`config.mk`:
```
export PLATFORM = sky130hd
export DESIGN_NAME = fft_stage_scheduler_flat
export DESIGN_NICKNAME = d
export VERILOG_FILES = /design/src/rtl/fft_stage_scheduler_if.sv /design/src/rtl/fft_stage_scheduler.sv /design/src/flat_wrapper.sv
export SDC_FILE = /design/constraint.sdc
export NUM_CORES = 1
export LEC_CHECK = 0
export CORE_AREA = 5 5 101 151
export DETAILED_ROUTE_END_ITERATION = 10
export DIE_AREA = 0 0 106 156
export GPL_ROUTABILITY_DRIVEN = 0
export GPL_TIMING_DRIVEN = 0
export PLACE_DENSITY = 0.62
export SETUP_SLACK_MARGIN = 0.1
export SLEW_MARGIN = 20
export SYNTH_ARGS = -nofsm -noshare
export SYNTH_HDL_FRONTEND = slang
export SYNTH_SLANG_ARGS = --single-unit
```
`constraint.sdc`:
```
create_clock -name clk_i -period 6 [get_ports clk_i]
set_input_delay 1.2 -clock clk_i [delete_from_list [all_inputs] [get_ports clk_i]]
set_output_delay 1.2 -clock clk_i [all_outputs]
set_load 0.01 [all_outputs]
```
`src/rtl/fft_stage_scheduler_if.sv`:
```
// Butterfly descriptor and completion channel between the FFT stage scheduler
// (master) and the processing element (slave).
interface fft_stage_scheduler_if #(
  parameter int stages     = 10,
  parameter int stagesbits = 4,
  parameter int shamtbits  = 4
);
  logic                  op_valid_o;
  logic                  op_ready_i;
  logic [stages-1:0]     op_addr_a_o;
  logic [stages-1:0]     op_addr_b_o;
  logic [stages-2:0]     op_tw_addr_o;
  logic [stagesbits-1:0] op_stage_o;
  logic [shamtbits-1:0]  op_shamt_o;
  logic                  op_last_o;
  logic                  cmp_valid_i;
  logic                  cmp_grow_i;

  modport master (
    output op_valid_o, op_addr_a_o, op_addr_b_o, op_tw_addr_o,
           op_stage_o, op_shamt_o, op_last_o,
    input  op_ready_i, cmp_valid_i, cmp_grow_i
  );

  modport slave (
    input  op_valid_o, op_addr_a_o, op_addr_b_o, op_tw_addr_o,
           op_stage_o, op_shamt_o, op_last_o,
    output op_ready_i, cmp_valid_i, cmp_grow_i
  );
endinterface

```
`src/rtl/fft_stage_scheduler.sv`:
```
// Radix-2 in-place FFT stage/butterfly sequencer with block-floating-point shift tracking.
// Define FFT_SCHED_PERF_CNT_EN to enable the cycles_o run cycle counter.
module fft_stage_scheduler #(
  parameter int points      = 1024,
  parameter int stages      = 10,
  parameter int stagesbits  = 4,
  parameter int maxshifts   = 8,
  parameter int shamtbits   = 4,
  parameter int maxinflight = 4
) (
  input  logic                 clk_i,
  input  logic                 rstn_i,
  input  logic                 run_i,
  output logic                 busy_o,
  output logic                 done_o,
  fft_stage_scheduler_if.master op,
  output logic [maxshifts-1:0] total_shifts,
  output logic                 err_o,
  output logic [31:0]          cycles_o
);

  localparam int pairbits = stages - 1;
  localparam logic [pairbits-1:0]   last_pair  = pairbits'(points / 2 - 1);
  localparam logic [stagesbits-1:0] last_stage = stagesbits'(stages - 1);
  localparam logic [3:0]            max_fly    = 4'(maxinflight);

  typedef enum logic [2:0] {IDLE, ISSUE, DRAIN, NEXT, DONE} state_t;

  state_t                state;
  logic [stagesbits-1:0] s;
  logic [pairbits-1:0]   p;
  logic [3:0]            inflight;
  logic [3:0]            inflight_next;
  logic                  grow;
  logic                  valid_q;
  logic [shamtbits-1:0]  shamt;
  logic                  handshake;
  logic                  cmp_err;

  logic [stages-1:0]     span;
  logic [stages-1:0]     pair_ext;
  logic [stages-1:0]     low;
  logic [stages-1:0]     addr_a;
  logic [pairbits-1:0]   tw;

  assign handshake = valid_q && op.op_ready_i;
  assign cmp_err   = op.cmp_valid_i && (inflight == 4'd0);

  // Pair p splits into a block index (upper bits) and an offset inside the span.
  assign span     = stages'(1) << s;
  assign pair_ext = {1'b0, p};
  assign low      = pair_ext & (span - stages'(1));
  assign addr_a   = ((pair_ext >> s) << (s + 1'b1)) | low;
  assign tw       = pairbits'(low) << (last_stage - s);

  // Descriptor fields read zero whenever no run is active.
  assign op.op_valid_o   = valid_q;
  assign op.op_addr_a_o  = busy_o ? addr_a : '0;
  assign op.op_addr_b_o  = busy_o ? (addr_a + span) : '0;
  assign op.op_tw_addr_o = busy_o ? tw : '0;
  assign op.op_stage_o   = busy_o ? s : '0;
  assign op.op_shamt_o   = busy_o ? shamt : '0;
  assign op.op_last_o    = busy_o && (p == last_pair);

  always_comb begin
    inflight_next = inflight;
    if (handshake && !op.cmp_valid_i) begin
      inflight_next = inflight + 4'd1;
    end else if (!handshake && op.cmp_valid_i && inflight != 4'd0) begin
      inflight_next = inflight - 4'd1;
    end
  end

  always_ff @(posedge clk_i) begin
    if (!rstn_i) begin
      state        <= IDLE;
      s            <= '0;
      p            <= '0;
      inflight     <= '0;
      grow         <= 1'b0;
      valid_q      <= 1'b0;
      shamt        <= '0;
      busy_o       <= 1'b0;
      done_o       <= 1'b0;
      total_shifts <= '0;
      err_o        <= 1'b0;
    end else begin
      inflight <= inflight_next;
      done_o   <= 1'b0;
      if (cmp_err) begin
        err_o <= 1'b1;
      end
      if (op.cmp_valid_i && op.cmp_grow_i) begin
        grow <= 1'b1;
      end

      case (state)
        IDLE: begin
          if (run_i) begin
            state        <= ISSUE;
            busy_o       <= 1'b1;
            s            <= '0;
            p            <= '0;
            shamt        <= '0;
            grow         <= 1'b0;
            total_shifts <= '0;
            err_o        <= cmp_err;
            valid_q      <= (inflight_next < max_fly);
          end
        end
        ISSUE: begin
          valid_q <= (inflight_next < max_fly);
          if (handshake) begin
            if (p == last_pair) begin
              state   <= DRAIN;
              valid_q <= 1'b0;
            end else begin
              p <= p + 1'b1;
            end
          end
        end
        // Later stages read what this stage wrote, so every butterfly must retire first.
        DRAIN: begin
          if (inflight == 4'd0) begin
            if (s == last_stage) begin
              state  <= DONE;
              busy_o <= 1'b0;
              done_o <= 1'b1;
            end else begin
              state <= NEXT;
            end
          end
        end
        NEXT: begin
          state   <= ISSUE;
          s       <= s + 1'b1;
          p       <= '0;
          grow    <= 1'b0;
          shamt   <= grow ? shamtbits'(1) : '0;
          valid_q <= (inflight_next < max_fly);
          if (grow && total_shifts != {maxshifts{1'b1}}) begin
            total_shifts <= total_shifts + 1'b1;
          end
        end
        DONE: begin
          state <= IDLE;
        end
        default: begin
          state <= IDLE;
        end
      endcase
    end
  end

`ifdef FFT_SCHED_PERF_CNT_EN
  always_ff @(posedge clk_i) begin
    if (!rstn_i) begin
      cycles_o <= '0;
    end else if (state == IDLE && run_i) begin
      cycles_o <= '0;
    end else if (busy_o) begin
      cycles_o <= cycles_o + 32'd1;
    end
  end
`else
  assign cycles_o = '0;
`endif

endmodule

```
`src/flat_wrapper.sv`:
```
// flat-port wrapper written by rule: the top's interface ports become plain ports
module fft_stage_scheduler_flat 
#(
  parameter int points      = 1024,
  parameter int stages      = 10,
  parameter int stagesbits  = 4,
  parameter int maxshifts   = 8,
  parameter int shamtbits   = 4,
  parameter int maxinflight = 4
)
  (clk_i, rstn_i, run_i, busy_o, done_o, total_shifts, err_o, cycles_o, op_op_valid_o, op_op_addr_a_o, op_op_addr_b_o, op_op_tw_addr_o, op_op_stage_o, op_op_shamt_o, op_op_last_o, op_op_ready_i, op_cmp_valid_i, op_cmp_grow_i);
  fft_stage_scheduler_if #(.stages(stages), .stagesbits(stagesbits), .shamtbits(shamtbits)) op_i ();
  input  logic clk_i;
  input  logic rstn_i;
  input  logic run_i;
  output logic busy_o;
  output logic done_o;
  output logic [maxshifts-1:0] total_shifts;
  output logic err_o;
  output logic [31:0] cycles_o;
  output wire logic [$bits(op_i.op_valid_o)-1:0] op_op_valid_o;
  output wire logic [$bits(op_i.op_addr_a_o)-1:0] op_op_addr_a_o;
  output wire logic [$bits(op_i.op_addr_b_o)-1:0] op_op_addr_b_o;
  output wire logic [$bits(op_i.op_tw_addr_o)-1:0] op_op_tw_addr_o;
  output wire logic [$bits(op_i.op_stage_o)-1:0] op_op_stage_o;
  output wire logic [$bits(op_i.op_shamt_o)-1:0] op_op_shamt_o;
  output wire logic [$bits(op_i.op_last_o)-1:0] op_op_last_o;
  input wire logic [$bits(op_i.op_ready_i)-1:0] op_op_ready_i;
  input wire logic [$bits(op_i.cmp_valid_i)-1:0] op_cmp_valid_i;
  input wire logic [$bits(op_i.cmp_grow_i)-1:0] op_cmp_grow_i;
  assign op_op_valid_o = op_i.op_valid_o;
  assign op_op_addr_a_o = op_i.op_addr_a_o;
  assign op_op_addr_b_o = op_i.op_addr_b_o;
  assign op_op_tw_addr_o = op_i.op_tw_addr_o;
  assign op_op_stage_o = op_i.op_stage_o;
  assign op_op_shamt_o = op_i.op_shamt_o;
  assign op_op_last_o = op_i.op_last_o;
  assign op_i.op_ready_i = op_op_ready_i;
  assign op_i.cmp_valid_i = op_cmp_valid_i;
  assign op_i.cmp_grow_i = op_cmp_grow_i;
  fft_stage_scheduler #(.points(points), .stages(stages), .stagesbits(stagesbits), .maxshifts(maxshifts), .shamtbits(shamtbits), .maxinflight(maxinflight)) u_core (.clk_i(clk_i), .rstn_i(rstn_i), .run_i(run_i), .busy_o(busy_o), .done_o(done_o), .op(op_i), .total_shifts(total_shifts), .err_o(err_o), .cycles_o(cycles_o));
endmodule
```
==> results of run 1 <==
placed cells by master, fill, tap and decap left out, types with 8 or more instances in the layout:
cell and n:
nor2_1 48, clkdlybuf4s50_1 46, buf_4 42, nand2_1 42, a21oi_1 35, conb_1 35
dfxtp_1 34, nand3_1 21, ha_1 20, inv_1 19, o21ai_0 18, clkbuf_1 17
and2_1 17, nor2b_1 16, xnor2_1 13, nor3_1 12, a21o_1 11, a31oi_1 10
mux2i_1 9, nand4_1 9, o21ai_1 8, xor2_1 8, or3_1 8
cells by family (layout without fill, tap and decap cells):
kind of cell	after synthesis	count (layout)	synth area share [%]
AO/OA/AOI/OAI	141	141	22.74
adder cells (fa/ha/maj)	23	23	7.273
multiplexers	23	23	7.581
buffers and inverters	93	158	12.26
AND/OR/NAND/NOR	217	217	28.54
XOR/XNOR	22	22	4.746
other	1	35	0.09236
flip-flops	34	34	16.76
registers in the layout, summed over array words and instances, names as in the netlist:
register / count
u_core.inflight: 4
u_core.done_o: 1
u_core.grow: 1
u_core.total_shifts: 8
u_core.p: 9
u_core.s: 4
u_core.state: 3
u_core.shamt: 1
u_core.busy_o: 1
u_core.err_o: 1
u_core.op.op_valid_o: 1
final timing paths:
kind	start	to	slack, ns	cells past startpoint
hold / removal	u_core.shamt[0]$_SDFFE_PN0P_	u_core.shamt[0]$_SDFFE_PN0P_	0.46	2
hold reg to reg	u_core.shamt[0]$_SDFFE_PN0P_	u_core.shamt[0]$_SDFFE_PN0P_	0.46	2
setup / recovery	u_core.s[0]$_SDFFE_PN0P_	op_op_addr_b_o[9]	0.25	21
setup reg to reg	u_core.s[2]$_SDFFE_PN0P_	u_core.s[2]$_SDFFE_PN0P_	3.52	8
metrics by stage:
step | util (%) | power [mW] | instance area (um2) | hold WS [ns] | setup TNS [ns]
after floorplan | - | 0.4026 | 4188 | 0.4366 | 0
after global placement | 35.63 | 0.4529 | 4915 | 0.4570 | -3.645
after detailed placement | 35.63 | 0.4526 | 4915 | 0.4590 | -3.597
after CTS | 37.48 | 0.7150 | 5170 | 0.4665 | 0
after global routing | 37.78 | 0.7515 | 5211 | 0.4889 | 0
final | 37.78 | 0.7082 | 5211 | 0.4614 | 0
timing repair:
action,CTS,global route
setup buffers,3,2
pin swaps,5,3
gates resized for setup,27,15
endpoints found under the setup margin,12,6
critical path, stage by stage (launching register included):
cell and delay, ns:
dfxtp_1 0.33, buf_4 0.18, buf_4 0.17, inv_1 0.10, clkbuf_8 0.20, ha_2 0.18, clkbuf_2 0.18, or3b_1 0.35
clkbuf_4 0.20, ha_4 0.20, and3_1 0.18, o21ai_2 0.14, nand2_1 0.07, ha_1 0.27, clkbuf_4 0.18, a21oi_2 0.17
o21bai_1 0.09, a21o_1 0.20, or2_2 0.28, o31ai_2 0.21, mux2i_1 0.21, clkbuf_2 0.16
power groups by stage:
stage,sequential [mW],combinational (mW),clock [mW]
after CTS,0.261,0.188,0.266
final,0.262,0.189,0.258
after global placement,0.266,0.187,0
after detailed placement,0.266,0.187,0
after global routing,0.263,0.216,0.272
after floorplan,0.263,0.139,0
routing by layer:
layer	track usage [%]	wire, um	vias up	share of wire, %
met1	16.42	4957	1933	39
met2	27.01	6334	173	50
met4	9.383	610	0	4.8
met3	2.195	751	42	5.9
li1	-	-	2122	-
met5	0	0	-	0
cell type report:
class	instances	area (um2)
fillers	1473	8582
multi-input cells	461	3072
flip-flops and latches	34	680.7
repair buffers	57	565.5
plain buffers	70	449.2
well taps	165	206.4
clock buffers	7	142.6
inverters	23	90.09
clock inverters	1	5.005
==> metrics.yaml, run 1 <==
die:
  die_h_um: 156
  initial_core_util_pct: 29.44
  dieArea_mm2: 0.01654
  die_x_um: 106
  placement_rows: 53
  ios: 88
  core_mm2: 0.01379
cts:
  numCtsBuffers: 5
  cts_sinks: 34
  cts_tree: "done"
  clock_tree.root_cell: "clkbuf_16"
  cts_buffer_depth: 2
  cts_hold_buf: 0
  worstSkewPairLatency_ns: 0.28
  clk_pin_slew_ns: 0.05
  h-tree-depth: 2
sta:
  rsz0062_at_grt: "true"
  fin_crit_ns: 5.753
  fmax_mhz: 173.8
  skew_ns: 0.003270
  setup_ws_ns: 0.2474
  setup_viol: 0
  tightest_slew_ns: 0.8462
  hold_viol_final: 0
  final.period_utilization_pct: 95.88
  slew_viol_final: 0
  maxSlewHeadroom_pct: 43.18
power:
  p_seq_share_pct: 37.0
  intPower_uw: 493.8
  vdd_drop_max_v: 0.0001664
  clkPwrFrac_pct: 36.4
  comb_power_share_pct: 26.7
  p_switching_uw: 214.4
  switching_share_pct: 30.27
  p_per_area_mw_per_mm2: 135.9
  p_leak_nw: 2.260
synth:
  async_flop_share_pct: 0
  ys_top_cells_by_count: "nor2_1, nand2_1, a21oi_1"
  syn-mean-instance-area_um2: 7.329
  yosys_warnings: 0
  syn_inst: 554
  yosysUniqueCellTypes: 72
  synthTopCellsByArea: "dfxtp_1, ha_1, buf_4"
  synth.cell_area_mm2: 0.004060
  synth_edf_count: 0
  synth_largest_area_cell: "dfxtp_1"
  synthFlopType: "dfxtp_1"
  ys_ff_latch: 34
  synth_top_area_share_pct: 16.76
  ys_seq_area_share_pct: 16.76
  yosysMostFrequentCell: "nor2_1"
routing:
  viasPerCell: 5.220
  via_count: 4270
  remaining_drc_errors: 0
  first_pass_iters: 6
  wl_per_cell_um: 15.47
  drtAntennaViolNets: 0
  drt-total-wl_um: 12650
  dr.first_iter.drc_count: 181
placed_design:
  place_inst: 805
  io_buffer_count: 52
  dpl_worst_slack_ns: -1.021
  hpwl_um: 10060
run:
  max-cap-violations: 0
global_routing:
  grt_max_degree: 12
  grt_pass1_vias: 4128
  grt_overflow: 0
  antenna_found_initial: 0
  grt.total_usage_pct: 15.00
  grt_pass1_wl_um: 20480
finish:
  area_delta_synth_final_pct: 28.35
  diodes: 0
  drive_gt1_share_pct: 15.01
  num-nets-final: 681
  final_cells: 818
worst_setup_path:
  worstPathRequired_ns: 4.80
  cp_max_fo: 11
  arrival_ns: 4.55
  start_kind: "flop"
  end_kind: "output pin"
  crit_type: "flop to output pin"
run_status:
  status: "completed"
min_path:
  hold_class: "flop to flop"
Note: power is estimated with default switching activity, not from simulation.
==> inputs of run 2 (changes only) <==
--- a/config.mk
+++ b/config.mk
@@ -5,12 +5,12 @@
 export SDC_FILE = /design/constraint.sdc
 export NUM_CORES = 1
 export LEC_CHECK = 0
-export CORE_AREA = 5 5 101 151
+export CORE_AREA = 5 5 78 116
 export DETAILED_ROUTE_END_ITERATION = 10
-export DIE_AREA = 0 0 106 156
+export DIE_AREA = 0 0 83 121
 export GPL_ROUTABILITY_DRIVEN = 0
 export GPL_TIMING_DRIVEN = 0
-export PLACE_DENSITY = 0.62
+export PLACE_DENSITY = 0.92
 export SETUP_SLACK_MARGIN = 0.1
 export SLEW_MARGIN = 20
 export SYNTH_ARGS = -nofsm -noshare
==> run 2 against run 1 <==
Via count up 9.3%. Largest power group is now the clock network. Worst hold slack better by 0.014 ns. Maximum frequency down 0.49%. Highest routed layer unchanged. Clock skew up 0.0018 ns.
==> metrics.yaml, run 2 (synthesized netlist as in run 1, its figures left out) <==
power:
  vdd_drop_max_v: 0.0002454  # +47%
  clkPwrFrac_pct: 37.5  # +1.1 points
  p_switching_uw: 220.2  # +2.7%
  switching_share_pct: 29.83  # -0.44 points
  power.total_uw: 738.1  # +4.2%
  intPower_uw: 517.9  # +4.9%
  comb_power_share_pct: 26.9  # +0.2 points
  p_per_area_mw_per_mm2: 144.0  # +6.0%
  p_leak_nw: 2.250  # -0.45%
  p_seq_share_pct: 35.6  # -1.4 points
sta:
  fmax_mhz: 173.0  # -0.49%
  fin_crit_ns: 5.781  # +0.02823 ns
  setup_viol: 0  # unchanged
  maxSlewHeadroom_pct: 42.38  # -0.80 points
  tightest_slew_ns: 0.8581  # +0.01189 ns
  final.period_utilization_pct: 96.35  # +0.47 points
  slew_viol_final: 0  # unchanged
  rsz0062_at_grt: "true"
  skew_ns: 0.005091  # +0.001820 ns
  hold_viol_final: 0  # unchanged
  setup_ws_ns: 0.2192  # -0.02823 ns
  fin_setup_tns_ns: 0  # unchanged
placed_design:
  dpl_worst_slack_ns: -0.8784  # +0.1422 ns
  hpwl_um: 9971  # -0.84%
  place_inst: 745  # -7.5%
  io_buffer_count: 52  # unchanged
global_routing:
  antenna_found_initial: 0  # unchanged
  grt_max_degree: 12  # unchanged
  grt.total_usage_pct: 25.26  # +10 points
  grt_pass1_vias: 4526  # +9.6%
  grt_overflow: 0  # unchanged
  grt_pass1_wl_um: 21210  # +3.6%
finish:
  largest_reg_flops: 9  # unchanged
  final_cells: 756  # -7.6%
  diodes: 0  # unchanged
  largest_register: "u_core.p"
  layout_commonest_cell: "nor2_1"
  final_cell_mix: "nor2_1, clkdlybuf4s50_1, nand2_1"
  area_delta_synth_final_pct: 26.26
  drive_gt1_share_pct: 14.90  # -0.11 points
  num-nets-final: 679  # -0.29%
  fillCellCount: 650  # -56%
  final_util_pct: 64.83  # +27 points
  top_regs: "u_core.p (9), u_core.total_shifts (8)"
routing:
  first_pass_iters: 9  # +3
  wl_per_cell_um: 17.51  # +13%
  drt-total-wl_um: 13240  # +4.6%
  viasPerCell: 6.172  # +18%
  via_count: 4666  # +9.3%
  dr.first_iter.drc_count: 536  # +200%
  drtAntennaViolNets: 0  # unchanged
  remaining_drc_errors: 0  # unchanged
min_path:
  min_path_cells: 2  # unchanged
  hold_class: "flop to flop"
worst_setup_path:
  cp_max_fo: 11  # unchanged
  worstPathRequired_ns: 4.80  # about the same
  end_kind: "output pin"
  start_kind: "flop"
  rr_worst_depth: 9  # +1
  crit_type: "flop to output pin"
  arrival_ns: 4.58  # +0.03 ns
cts:
  cts_buffer_depth: 2  # unchanged
  clk_pin_slew_ns: 0.05  # about the same
  clock_tree.root_cell: "clkbuf_16"
  cts_hold_buf: 0  # unchanged
  worstSkewPairLatency_ns: 0.28  # about the same
  cts_tree: "done"
  numCtsBuffers: 5  # unchanged
  h-tree-depth: 2  # unchanged
  cts_sinks: 34  # unchanged
run:
  max-cap-violations: 0  # unchanged
die:
  die_x_um: 83  # -22%
  ios: 88  # unchanged
  dieArea_mm2: 0.01004  # -39%
  placement_rows: 40  # -25%
  initial_core_util_pct: 51.34  # +22 points
  die_h_um: 121  # -22%
  core_mm2: 0.007908  # -43%
run_status:
  status: "completed"
run 2: power groups by stage:
stage / registers [mW] / logic, mW / clock network, mW
floorplan: 0.263 / 0.139 / 0
global placement: 0.263 / 0.180 / 0
detailed placement: 0.265 / 0.190 / 0
CTS: 0.261 / 0.194 / 0.280
global route: 0.265 / 0.219 / 0.289
finish: 0.263 / 0.198 / 0.277
run 2: what timing repair did:
item,4_1_cts,5_1_grt
pin swaps,2,2
setup buffers,2,1
setup endpoints to repair,9,6
resized for setup,18,28
run 2: routing by layer:
| metal | GRT usage [%] | up-vias | share of wire, % |
|---|---|---|---|
| met2 | 45.93 | 338 | 51 |
| met1 | 25.15 | 2109 | 34 |
| met5 | 0 | - | 0 |
| li1 | - | 2119 | - |
| met4 | 19.12 | 0 | 7.0 |
| met3 | 4.755 | 100 | 8.4 |
run 2: area by class of cell:
cell class / instances / area, um2 / share of cell area, %
tap: 105 / 131.4 / 2.563
inverter: 23 / 86.33 / 1.684
timing repair buffer: 55 / 550.5 / 10.74
sequential: 34 / 680.7 / 13.28
multi-input combinational: 461 / 3067 / 59.82
buffer: 70 / 444.2 / 8.665
clock buffer: 8 / 166.4 / 3.246
run 2: worst paths after layout:
check                                from                                  end  slack, ns
max              u_core.s[0]$_SDFFE_PN0P_                    op_op_addr_b_o[9]       0.22
min          u_core.shamt[0]$_SDFFE_PN0P_         u_core.shamt[0]$_SDFFE_PN0P_       0.48
max reg2reg  u_core.state[1]$_SDFFE_PN0P_  u_core.total_shifts[5]$_SDFFE_PN0P_       3.45
min reg2reg  u_core.shamt[0]$_SDFFE_PN0P_         u_core.shamt[0]$_SDFFE_PN0P_       0.48
run 2: through the flow:
stage | area, um2 | hold WS (ns)
3_5_place_dp | 4840 | 0.4637
4_1_cts | 5065 | 0.4747
3_3_place_gp | 4840 | 0.4528
6_report | 5126 | 0.4753
5_1_grt | 5126 | 0.5047
2_1_floorplan | 4188 | 0.4366
run 2: worst max-delay path, cell delays in order, from the launching register on:
cell	delay, ns
dfxtp_1	0.33
buf_4	0.18
buf_4	0.17
inv_1	0.12
buf_8	0.17
ha_2	0.18
clkbuf_4	0.17
or3b_1	0.34
buf_2	0.18
ha_2	0.23
and3_1	0.20
o21ai_2	0.15
nand2_1	0.07
ha_1	0.28
clkbuf_4	0.18
a21oi_2	0.18
o21bai_1	0.09
a21o_1	0.20
or2_2	0.28
o31ai_2	0.20
mux2i_1	0.22
clkbuf_2	0.17
==> inputs of run 3 (changes only) <==
--- a/config.mk
+++ b/config.mk
@@ -5,9 +5,9 @@
 export SDC_FILE = /design/constraint.sdc
 export NUM_CORES = 1
 export LEC_CHECK = 0
-export CORE_AREA = 5 5 78 116
+export CORE_AREA = 5 5 94 96
 export DETAILED_ROUTE_END_ITERATION = 10
-export DIE_AREA = 0 0 83 121
+export DIE_AREA = 0 0 99 101
 export GPL_ROUTABILITY_DRIVEN = 0
 export GPL_TIMING_DRIVEN = 0
 export PLACE_DENSITY = 0.92
==> run 3 against run 2 <==
Sequential power is essentially flat. Via count down 1.3%. Non-clock buffer count up 1. Sequential share of layout area grew 0.10 points. Cell area down 0.76%. Sequential cell count did not move. Power decreased by 10%. Die area shrank 0.44%.
==> metrics.yaml, run 3 (synthesized netlist as in run 1, its figures left out) <==
global_routing:
  grt_pass1_wl_um: 19680  # -7.2%
  antenna_found_initial: 0  # unchanged
  grt_overflow: 0  # unchanged
  grt_max_degree: 12  # unchanged
  grt_pass1_vias: 4248  # -6.1%
  grt.total_usage_pct: 23.42  # -1.8 points
worst_setup_path:
  end_kind: "output pin"
  start_kind: "flop"
  worstPathRequired_ns: 4.80  # about the same
  cp_max_fo: 11  # unchanged
  arrival_ns: 4.59  # about the same
  cpPeakStageDelay_ns: 0.34  # about the same
  path_cells: "clkbuf_4 -> clkbuf_4 -> inv_2 -> buf_8 -> ha_2 -> clkbuf_4 -> or3b_1 -> buf_2 -> ha_4 -> and3_1 -> o21ai_2 -> nand2_1 -> ha_1 -> clkbuf_4 -> a21oi_4 -> o21bai_1 -> a21o_1 -> or2_2 -> o31ai_4 -> mux2i_1 -> clkbuf_2"
  crit_type: "flop to output pin"
  path_common_cell: "clkbuf_4"
  crit_path_top_delay_cell: "dfxtp_1"
routing:
  drt-total-wl_um: 12490  # -5.7%
  via_count: 4607  # -1.3%
  remaining_drc_errors: 0  # unchanged
  dr.first_iter.drc_count: 479  # -11%
  viasPerCell: 6.086  # -1.4%
  drtAntennaViolNets: 0  # unchanged
  first_pass_iters: 10  # +1
  wl_per_cell_um: 16.49  # -5.8%
cts:
  clock_tree.root_cell: "clkbuf_8"
  cts_sinks: 34  # unchanged
  numCtsBuffers: 5  # unchanged
  cts_tree: "done"
  worstSkewPairLatency_ns: 0.29  # about the same
  cts_hold_buf: 0  # unchanged
  clk_pin_slew_ns: 0.07  # +0.02 ns
  cts_buffer_depth: 2  # unchanged
  h-tree-depth: 2  # unchanged
sta:
  final.period_utilization_pct: 96.49  # +0.14 points
  fin_crit_ns: 5.789  # +0.008578 ns
  timing.hold.ws_ns: 0.4790  # +0.003674 ns
  tightest_slew_ns: 0.7989  # -0.05917 ns
  hold_viol_final: 0  # unchanged
  rsz0062_at_grt: "true"
  slew_viol_final: 0  # unchanged
  fmax_mhz: 172.7  # -0.15%
  setup_viol: 0  # unchanged
  maxSlewHeadroom_pct: 46.36  # +4.0 points
  skew_ns: 0.002953  # -0.002138 ns
finish:
  fillCellCount: 644  # -0.92%
  layout_commonest_cell: "nor2_1"
  num-nets-final: 680  # +0.15%
  largest_reg_flops: 9  # unchanged
  largest_register: "u_core.p"
  area_delta_synth_final_pct: 25.30
  final_cell_mix: "nor2_1, clkdlybuf4s50_1, nand2_1"
  diodes: 0  # unchanged
  drive_gt1_share_pct: 14.88  # -0.023 points
  final_cells: 757  # +0.13%
  top_regs: "u_core.p (9), u_core.total_shifts (8)"
placed_design:
  io_buffer_count: 52  # unchanged
  place_inst: 745  # unchanged
  hpwl_um: 9247  # -7.3%
die:
  ios: 88  # unchanged
  dieArea_mm2: 0.009999  # -0.44%
  placement_rows: 33  # -18%
  core_mm2: 0.007969  # +0.78%
  die_x_um: 99  # +19%
  die_h_um: 101  # -17%
  initial_core_util_pct: 50.95  # -0.40 points
min_path:
  hold_class: "flop to flop"
power:
  p_leak_nw: 2.206  # -2.0%
  p_per_area_mw_per_mm2: 130.4  # -9.5%
  vdd_drop_max_v: 0.0001875  # -24%
  power.total_uw: 663.3  # -10%
run_status:
  status: "completed"
run:
  max-cap-violations: 0  # unchanged
[run 3: cell types whose count changed in the layout (fill, tap and decap cells not counted), moves of 2 or more]
cell and change:
buf_4 -2, clkbuf_4 +2, clkinv_2 +2, o31ai_2 -2, dlymetal6s2s_1 -2, clkbuf_8 +2
dlygate4sd2_1 +2, clkbuf_16 -5
[run 3: worst max-delay path, delay by kind of cell, from the launching register on]
family                     cells  cell delay [ns]
AOI/OAI and AO/OA              5             0.82
adders and majority gates      3             0.67
and+or+nand+nor                4             0.90
DFF                            1             0.34
muxes                          1             0.22
buffers and inverters          8             1.35
[run 3: path summary, 6_finish.rpt]
| kind | from | endpoint | slack [ns] | cells after the start |
|---|---|---|---|---|
| max | u_core.s[0]$_SDFFE_PN0P_ | op_op_addr_b_o[9] | 0.21 | 21 |
| min | u_core.shamt[0]$_SDFFE_PN0P_ | u_core.shamt[0]$_SDFFE_PN0P_ | 0.48 | 2 |
| max reg2reg | u_core.s[2]$_SDFFE_PN0P_ | u_core.s[2]$_SDFFE_PN0P_ | 3.41 | 8 |
| min reg2reg | u_core.shamt[0]$_SDFFE_PN0P_ | u_core.shamt[0]$_SDFFE_PN0P_ | 0.48 | 2 |
[run 3: area by class of cell]
type | count | area [um2] | area share (%)
plain buffers | 70 | 446.7 | 8.780
clock buffers | 5 | 68.82 | 1.353
clock inverters | 3 | 40.04 | 0.7870
inverters | 23 | 86.33 | 1.697
multi-input cells | 461 | 3083 | 60.60
flip-flops and latches | 34 | 680.7 | 13.38
well taps | 105 | 131.4 | 2.582
repair buffers | 56 | 550.5 | 10.82
[run 3: per-layer routing]
| metal | share of wire [%] | GRT usage [%] | up-vias | wire (um) |
|---|---|---|---|---|
| met5 | 0 | 0 | - | 0 |
| met4 | 4.7 | 11.66 | 0 | 589 |
| met1 | 37 | 28.26 | 2048 | 4673 |
| met3 | 10 | 3.045 | 87 | 1309 |
| li1 | - | - | 2115 | - |
| met2 | 47 | 40.81 | 357 | 5913 |
[run 3: per-stage QoR]
step           utilization [%]  instance area [um2]  setup WS, ns  setup TNS [ns]
2_1_floorplan                -                 4188        0.3438               0
3_3_place_gp             60.73                 4840       -0.9103          -2.243
3_5_place_dp             60.73                 4840        -1.029          -2.964
4_1_cts                  63.01                 5021       0.03212               0
5_1_grt                  63.84                 5087      -0.02582        -0.02582
6_report                 63.84                 5087        0.2106               0
[run 3: where the power goes]
part	switching [mW]	total [mW]	internal, mW
Combinational	0.112	0.198	0.0861
Sequential	0.0170	0.260	0.243
Clock	0.0829	0.205	0.122
[run 3: what timing repair did]
action,CTS,global route
pin swaps,2,1
buffers inserted,3,1
endpoints found under the setup margin,11,6
resized for setup,21,24
